--- src/rtl/conv_result_writer.sv ---
// Write side of the conv data mover: de-skews systolic-array result rows,
// optionally clamps negatives to zero, and writes one row per mem2 address.
module conv_result_writer #(
    parameter int PE_SIZE         = 16,
    parameter int DATA_WIDTH      = 8,
    parameter int ROW_NUM         = 64,
    parameter int TILE_NUM        = 14,
    parameter int MEM2_DEPTH      = 896,
    parameter int MEM2_ADDR_WIDTH = 10,
    parameter int RELU_EN         = 1,
    localparam int MEM2_DATA_WIDTH = PE_SIZE * DATA_WIDTH
) (
    input  logic                       clk,
    input  logic                       rst,
    input  logic                       start_i,
    input  logic [MEM2_DATA_WIDTH-1:0] sa_result_i,
    input  logic [PE_SIZE-1:0]         sa_valid_i,
    output logic [MEM2_ADDR_WIDTH-1:0] mem2_addr0,
    output logic                       mem2_ce0,
    output logic                       mem2_we0,
    output logic [MEM2_DATA_WIDTH-1:0] mem2_d0,
    output logic                       busy_o,
    output logic                       done_o,
    output logic                       skew_err_o
);

    localparam int RC_W = (ROW_NUM > 1) ? $clog2(ROW_NUM) : 1;
    localparam int TC_W = (TILE_NUM > 1) ? $clog2(TILE_NUM) : 1;

    typedef enum logic [1:0] {
        ST_IDLE = 2'd0,
        ST_RUN  = 2'd1,
        ST_DONE = 2'd2
    } state_t;

    state_t                     state_q, state_d;
    logic [RC_W-1:0]            row_cnt_q, row_cnt_d;
    logic [TC_W-1:0]            tile_cnt_q, tile_cnt_d;
    logic [MEM2_ADDR_WIDTH-1:0] wr_addr_q, wr_addr_d;
    logic                       skew_err_q, skew_err_d;
    logic                       wr_en_q, wr_en_d;
    logic [MEM2_ADDR_WIDTH-1:0] mem2_addr_q, mem2_addr_d;
    logic [MEM2_DATA_WIDTH-1:0] mem2_d_q, mem2_d_d;
    logic                       busy_q, done_q;

    logic [DATA_WIDTH-1:0]      lane_data_s [PE_SIZE];
    logic [PE_SIZE-1:0]         lane_valid_s;
    logic                       row_v_s, row_any_s;
    logic [MEM2_DATA_WIDTH-1:0] row_data_s;

    function automatic logic [DATA_WIDTH-1:0] relu_lane(input logic [DATA_WIDTH-1:0] x);
        logic [DATA_WIDTH-1:0] y;
        if ((RELU_EN != 0) && x[DATA_WIDTH-1]) begin
            y = {DATA_WIDTH{1'b0}};
        end else begin
            y = x;
        end
        return y;
    endfunction

    // Lane i is i cycles late, so it is delayed by PE_SIZE-1-i stages to line up with the last lane.
    for (genvar i = 0; i < PE_SIZE; i++) begin : g_lane
        localparam int DEPTH = PE_SIZE - 1 - i;
        if (DEPTH == 0) begin : g_direct
            assign lane_data_s[i]  = sa_result_i[i*DATA_WIDTH +: DATA_WIDTH];
            assign lane_valid_s[i] = sa_valid_i[i];
        end else begin : g_pipe
            logic [DATA_WIDTH-1:0] data_q [DEPTH];
            logic [DEPTH-1:0]      valid_q;

            // Per-lane delay pipe; shifts every cycle regardless of FSM state.
            always_ff @(posedge clk) begin
                if (rst) begin
                    for (int s = 0; s < DEPTH; s++) begin
                        data_q[s] <= {DATA_WIDTH{1'b0}};
                    end
                    valid_q <= {DEPTH{1'b0}};
                end else begin
                    data_q[0]  <= sa_result_i[i*DATA_WIDTH +: DATA_WIDTH];
                    valid_q[0] <= sa_valid_i[i];
                    for (int s = 1; s < DEPTH; s++) begin
                        data_q[s]  <= data_q[s-1];
                        valid_q[s] <= valid_q[s-1];
                    end
                end
            end

            assign lane_data_s[i]  = data_q[DEPTH-1];
            assign lane_valid_s[i] = valid_q[DEPTH-1];
        end
    end

    assign row_v_s   = &lane_valid_s;
    assign row_any_s = |lane_valid_s;

    // Assemble the aligned row with lane 0 in the least significant slot.
    always_comb begin
        row_data_s = {MEM2_DATA_WIDTH{1'b0}};
        for (int i = 0; i < PE_SIZE; i++) begin
            row_data_s[i*DATA_WIDTH +: DATA_WIDTH] = relu_lane(lane_data_s[i]);
        end
    end

    // Next-state, counter and write-port logic.
    always_comb begin
        state_d     = state_q;
        row_cnt_d   = row_cnt_q;
        tile_cnt_d  = tile_cnt_q;
        wr_addr_d   = wr_addr_q;
        skew_err_d  = skew_err_q;
        wr_en_d     = 1'b0;
        mem2_addr_d = mem2_addr_q;
        mem2_d_d    = mem2_d_q;
        case (state_q)
            ST_IDLE: begin
                if (start_i) begin
                    state_d    = ST_RUN;
                    row_cnt_d  = {RC_W{1'b0}};
                    tile_cnt_d = {TC_W{1'b0}};
                    wr_addr_d  = {MEM2_ADDR_WIDTH{1'b0}};
                    skew_err_d = 1'b0;
                end else begin
                    state_d = ST_IDLE;
                end
            end
            ST_RUN: begin
                if (row_v_s) begin
                    wr_en_d     = 1'b1;
                    mem2_addr_d = wr_addr_q;
                    mem2_d_d    = row_data_s;
                    if (wr_addr_q == MEM2_ADDR_WIDTH'(MEM2_DEPTH - 1)) begin
                        wr_addr_d = {MEM2_ADDR_WIDTH{1'b0}};
                    end else begin
                        wr_addr_d = wr_addr_q + MEM2_ADDR_WIDTH'(1);
                    end
                    if (row_cnt_q == RC_W'(ROW_NUM - 1)) begin
                        row_cnt_d = {RC_W{1'b0}};
                        // The final tile holds its count so it reads TILE_NUM-1 after the layer.
                        if (tile_cnt_q == TC_W'(TILE_NUM - 1)) begin
                            state_d = ST_DONE;
                        end else begin
                            tile_cnt_d = tile_cnt_q + TC_W'(1);
                        end
                    end else begin
                        row_cnt_d = row_cnt_q + RC_W'(1);
                    end
                end else if (row_any_s) begin
                    skew_err_d = 1'b1;
                end else begin
                    skew_err_d = skew_err_q;
                end
            end
            ST_DONE: begin
                state_d = ST_IDLE;
            end
            default: begin
                state_d = ST_IDLE;
            end
        endcase
    end

    // State, counters and registered outputs.
    always_ff @(posedge clk) begin
        if (rst) begin
            state_q     <= ST_IDLE;
            row_cnt_q   <= {RC_W{1'b0}};
            tile_cnt_q  <= {TC_W{1'b0}};
            wr_addr_q   <= {MEM2_ADDR_WIDTH{1'b0}};
            skew_err_q  <= 1'b0;
            wr_en_q     <= 1'b0;
            mem2_addr_q <= {MEM2_ADDR_WIDTH{1'b0}};
            mem2_d_q    <= {MEM2_DATA_WIDTH{1'b0}};
            busy_q      <= 1'b0;
            done_q      <= 1'b0;
        end else begin
            state_q     <= state_d;
            row_cnt_q   <= row_cnt_d;
            tile_cnt_q  <= tile_cnt_d;
            wr_addr_q   <= wr_addr_d;
            skew_err_q  <= skew_err_d;
            wr_en_q     <= wr_en_d;
            mem2_addr_q <= mem2_addr_d;
            mem2_d_q    <= mem2_d_d;
            busy_q      <= (state_q == ST_RUN);
            done_q      <= (state_q == ST_DONE);
        end
    end

    assign mem2_addr0 = mem2_addr_q;
    assign mem2_ce0   = wr_en_q;
    assign mem2_we0   = wr_en_q;
    assign mem2_d0    = mem2_d_q;
    assign busy_o     = busy_q;
    assign done_o     = done_q;
    assign skew_err_o = skew_err_q;

endmodule
--- config.mk ---
export PLATFORM = sky130hd
export DESIGN_NAME = conv_result_writer
export DESIGN_NICKNAME = d
export VERILOG_FILES = /design/src/rtl/conv_result_writer.sv
export SDC_FILE = /design/constraint.sdc
export NUM_CORES = 1
export LEC_CHECK = 0
export ABC_CLOCK_PERIOD_IN_PS = 6000
export BUFFER_PORTS_ARGS = -buffer_cell sky130_fd_sc_hd__buf_4
export CORE_MARGIN = 8
export CORE_UTILIZATION = 40
export DETAILED_ROUTE_END_ITERATION = 6
export HOLD_SLACK_MARGIN = 0.02
export PLACE_DENSITY = 0.57
export SETUP_SLACK_MARGIN = 0.15
export SLEW_MARGIN = 25
export SYNTH_ARGS = -nofsm -noshare
export SYNTH_HDL_FRONTEND = slang
export SYNTH_SLANG_ARGS = --single-unit
--- constraint.sdc ---
create_clock -name clk -period 6 [get_ports clk]
set_input_delay 0.3 -clock clk [delete_from_list [all_inputs] [get_ports clk]]
set_output_delay 0.3 -clock clk [all_outputs]
set_load 0.005 [all_outputs]
==> flow_summary.yaml <==
clocking:
  clock_latency_ps: 660
  cts_root_buffer: "clkbuf_16"
  cts_tree: "built"
  clock-sinks: 1228
  clockBufferDepth: 3
  path_clk_slew_ps: 60
  cts_max_level: 3
  cts_resized: 0
  cts_buffers: 117
logic_synthesis:
  async_flop_share_pct: 0
  avgSynthCellArea_sq_um: 11.7
  synth_compound_area_share_pct: 2.53
  synth-main-ff-cell: "dfxtp_1"
  synthAdderAreaFrac_pct: 0.144
  syn-instance-count: 2988
  synthMuxAreaShare_pct: 0.0323
  syn-cell-area_sq_um: 34800
  synth.yosys.seq_area_share_pct: 70.6
  synth-edff-count: 0
  synth-seq-cells: 1228
  ys_warn_count: 0
  synth_top_family_by_area: "simple AND/OR/NAND/NOR gates"
  synth_cell_types: 42
  synth_xor_area_share_pct: 0
  synth_simple_gate_area_share_pct: 24.4
grt:
  antenna_found_initial: 4
  grt-ovfl-total: 0
  grt_max_degree: 243
  gr-usage-all-layers_pct: 11.6
  grt_pass1_wl_microns: 95400
  grt_pass1_vias: 18998
sta:
  finalHoldViolations: 0
  worst_pin_slew_ps: 966
  setup_viol: 0
  max_freq_mhz: 300
  rsz0062_at_grt: "no"
  setup_tns_ps: 0
  slew_headroom_pct: 35.6
  skew_ps: 36.8
  slew_violations: 0
  final.min_clock_period_ps: 3340
  timing.final.ws_setup_ps: 2660
  hold_ws_ps: 169
  finalCritPeriodShare_pct: 55.6
die:
  core_sq_um: 86500
  die-area_sq_um: 96700
  start_util_pct: 40.3
  die_w_microns: 311
  pin_count: 290
  rows: 108
  die_h_microns: 311
finish:
  layout_commonest_cell: "dfxtp_1"
  multiInputGateArea_sq_um: 9520
  n_fill_cell: 7625
  seqCellArea_sq_um: 24600
  layout_common_cells: "1228 x dfxtp_1, 1081 x nor2b_1, 277 x buf_4"
  drive_gt1_share_pct: 14.2
  finalNonFillerCells: 4627
  final_util_pct: 50.1
  nets: 3525
  area_growth_pct: 24.5
placed_design:
  dp_hpwl_microns: 34500
  placedCellCount: 4259
  io_buffers: 273
  place_ws_ps: 3190
  gp_congestion: 0.794
outcome:
  outcome: "complete, no violations"
setup_path:
  critPathMaxFanout: 104
  path_class: "reg -> reg"
  rr_worst_depth: 7
  worstPathCellList: "nand4_1, or4_4, nor2_4, buf_6, nand3b_1, dlygate4sd3_1, a21oi_1"
  critPathSlowestCell: "buf_6"
  start_kind: "register"
  critPathMaxStageDelay_ps: 690
  r2r-end: "mem2_d0[125]"
  end_kind: "register"
  reg2reg_slack_ps: 2660
  critPathArrivalTime_ps: 3900
  cp.required_ps: 6570
  r2r_start: "g_lane[2].g_pipe.valid_q[12]"
run:
  max-cap-violations: 0
worst_hold_path:
  min_path_type: "in -> reg"
  worstHoldEndpoint: "g_lane[10].g_pipe.data_q[0][17]"
  hold_depth: 2
  min_from: "rst"
power_and_ir_drop:
  ir_worst_vdd_mv: 0.234
  leakagePower_nw: 17.0
  powerDensity_nw_per_um2: 371
route:
  via_per_inst: 4.13
  routed_wl_microns: 57200
  dr.pass1.iters: 6
  drtIter0Drc: 797
  ant_nets: 0
  wire_per_inst_microns: 12.4
  drc: 0
  vias: 19089
[how the worst max path moves through the flow]
stage / start / to / slack, ps / cells after the start
3_3_place_gp: sa_valid_i[15] / mem2_d0[24] / 3010 / 7
6_report: g_lane[2].g_pipe.valid_q[12] / mem2_d0[125] / 2660 / 7
3_5_place_dp: sa_valid_i[15] / mem2_d0[113] / 3190 / 7
2_1_floorplan: g_lane[5].g_pipe.valid_q[9] / wr_addr_q[8] / 4090 / 5
5_1_grt: g_lane[2].g_pipe.valid_q[12] / mem2_d0[125] / 2470 / 7
4_1_cts: g_lane[2].g_pipe.valid_q[12] / mem2_d0[123] / 2710 / 7
[power by group]
group / total (W) / leakage (nW) / switching (W) / internal [W]
clock: 0.00737 / 2.01 / 0.00294 / 0.00443
combinational: 0.000408 / 5.04 / 0.000198 / 0.000210
sequential: 0.00831 / 9.96 / 0.0000284 / 0.00828
total: 0.0161 / 17.0 / 0.00317 / 0.0129
[registers in the layout, indices dropped and copies added (netlist names), 2 cells and up]
name and flops:
tile_cnt_q 4, row_cnt_q 6, g_lane.g_pipe.data_q 960, wr_addr_q 10, g_lane.g_pipe.valid_q 120, state_q 2
mem2_addr0 10, mem2_d0 112
[timing repair]
action | CTS | global route
hold buffers | 151 | 0
setup buffers | 0 | 0
endpoints found under the hold margin | 144 | 0
[cells in the mapped netlist (4+ instances only)]
| cell type | number | area, sq um |
|---|---|---|
| or4_1 | 5 | 37.5 |
| dfxtp_1 | 1228 | 24600 |
| ha_1 | 4 | 50.1 |
| nor3_1 | 4 | 20.0 |
| clkbuf_1 | 159 | 597 |
| nor2_1 | 14 | 52.6 |
| nand3b_1 | 112 | 841 |
| buf_4 | 17 | 128 |
| nor2b_1 | 1081 | 6760 |
| buf_2 | 7 | 35.0 |
| o21ai_0 | 8 | 40.0 |
| nand4_1 | 5 | 31.3 |
| nand2_1 | 144 | 541 |
| inv_1 | 7 | 26.3 |
| a21oi_1 | 140 | 701 |
| nand3_1 | 9 | 45.0 |
| nor4_1 | 7 | 43.8 |
[worst max-delay path, delay by kind of cell (launching register included)]
family | cells | cell delay, ps
buf+inv | 2 | 1300
simple gates | 4 | 1340
compound gates | 1 | 180
flops | 1 | 330
[layer usage]
| layer | part of all wire, % | track usage [%] |
|---|---|---|
| met4 | 3.4 | 5.16 |
| met2 | 45 | 18.5 |
| met5 | 0 | 0 |
| met1 | 46 | 14.6 |
| met3 | 5.8 | 3.25 |
[area by class of cell]
| class | count | share of cell area [%] |
|---|---|---|
| clock buffer | 174 | 8.20 |
| timing repair buffer | 435 | 8.58 |
| tap | 1155 | 3.33 |
| antenna | 2 | 0.0115 |
| inverter | 7 | 0.0606 |
| multi-input combinational | 1585 | 22.0 |
| clock inverter | 41 | 1.11 |
| sequential | 1228 | 56.7 |
[per-stage QoR]
step	total power, W	area, sq um
after floorplan	0.00870	34900
after global placement	0.00882	37800
after detailed placement	0.00883	37800
after CTS	0.0164	43300
after global routing	0.0168	43300
final	0.0161	43300
[logic make-up (layout without fill, tap and decap cells)]
kind of cell	Yosys count	in the layout
adder cells (fa/ha/maj)	4	4
other	1	18
AO/OA/AOI/OAI	166	166
buffers and inverters	190	657
multiplexers	1	1
flip-flops	1228	1228
AND/OR/NAND/NOR	1398	1398
Power figures use the tool's default switching activity.
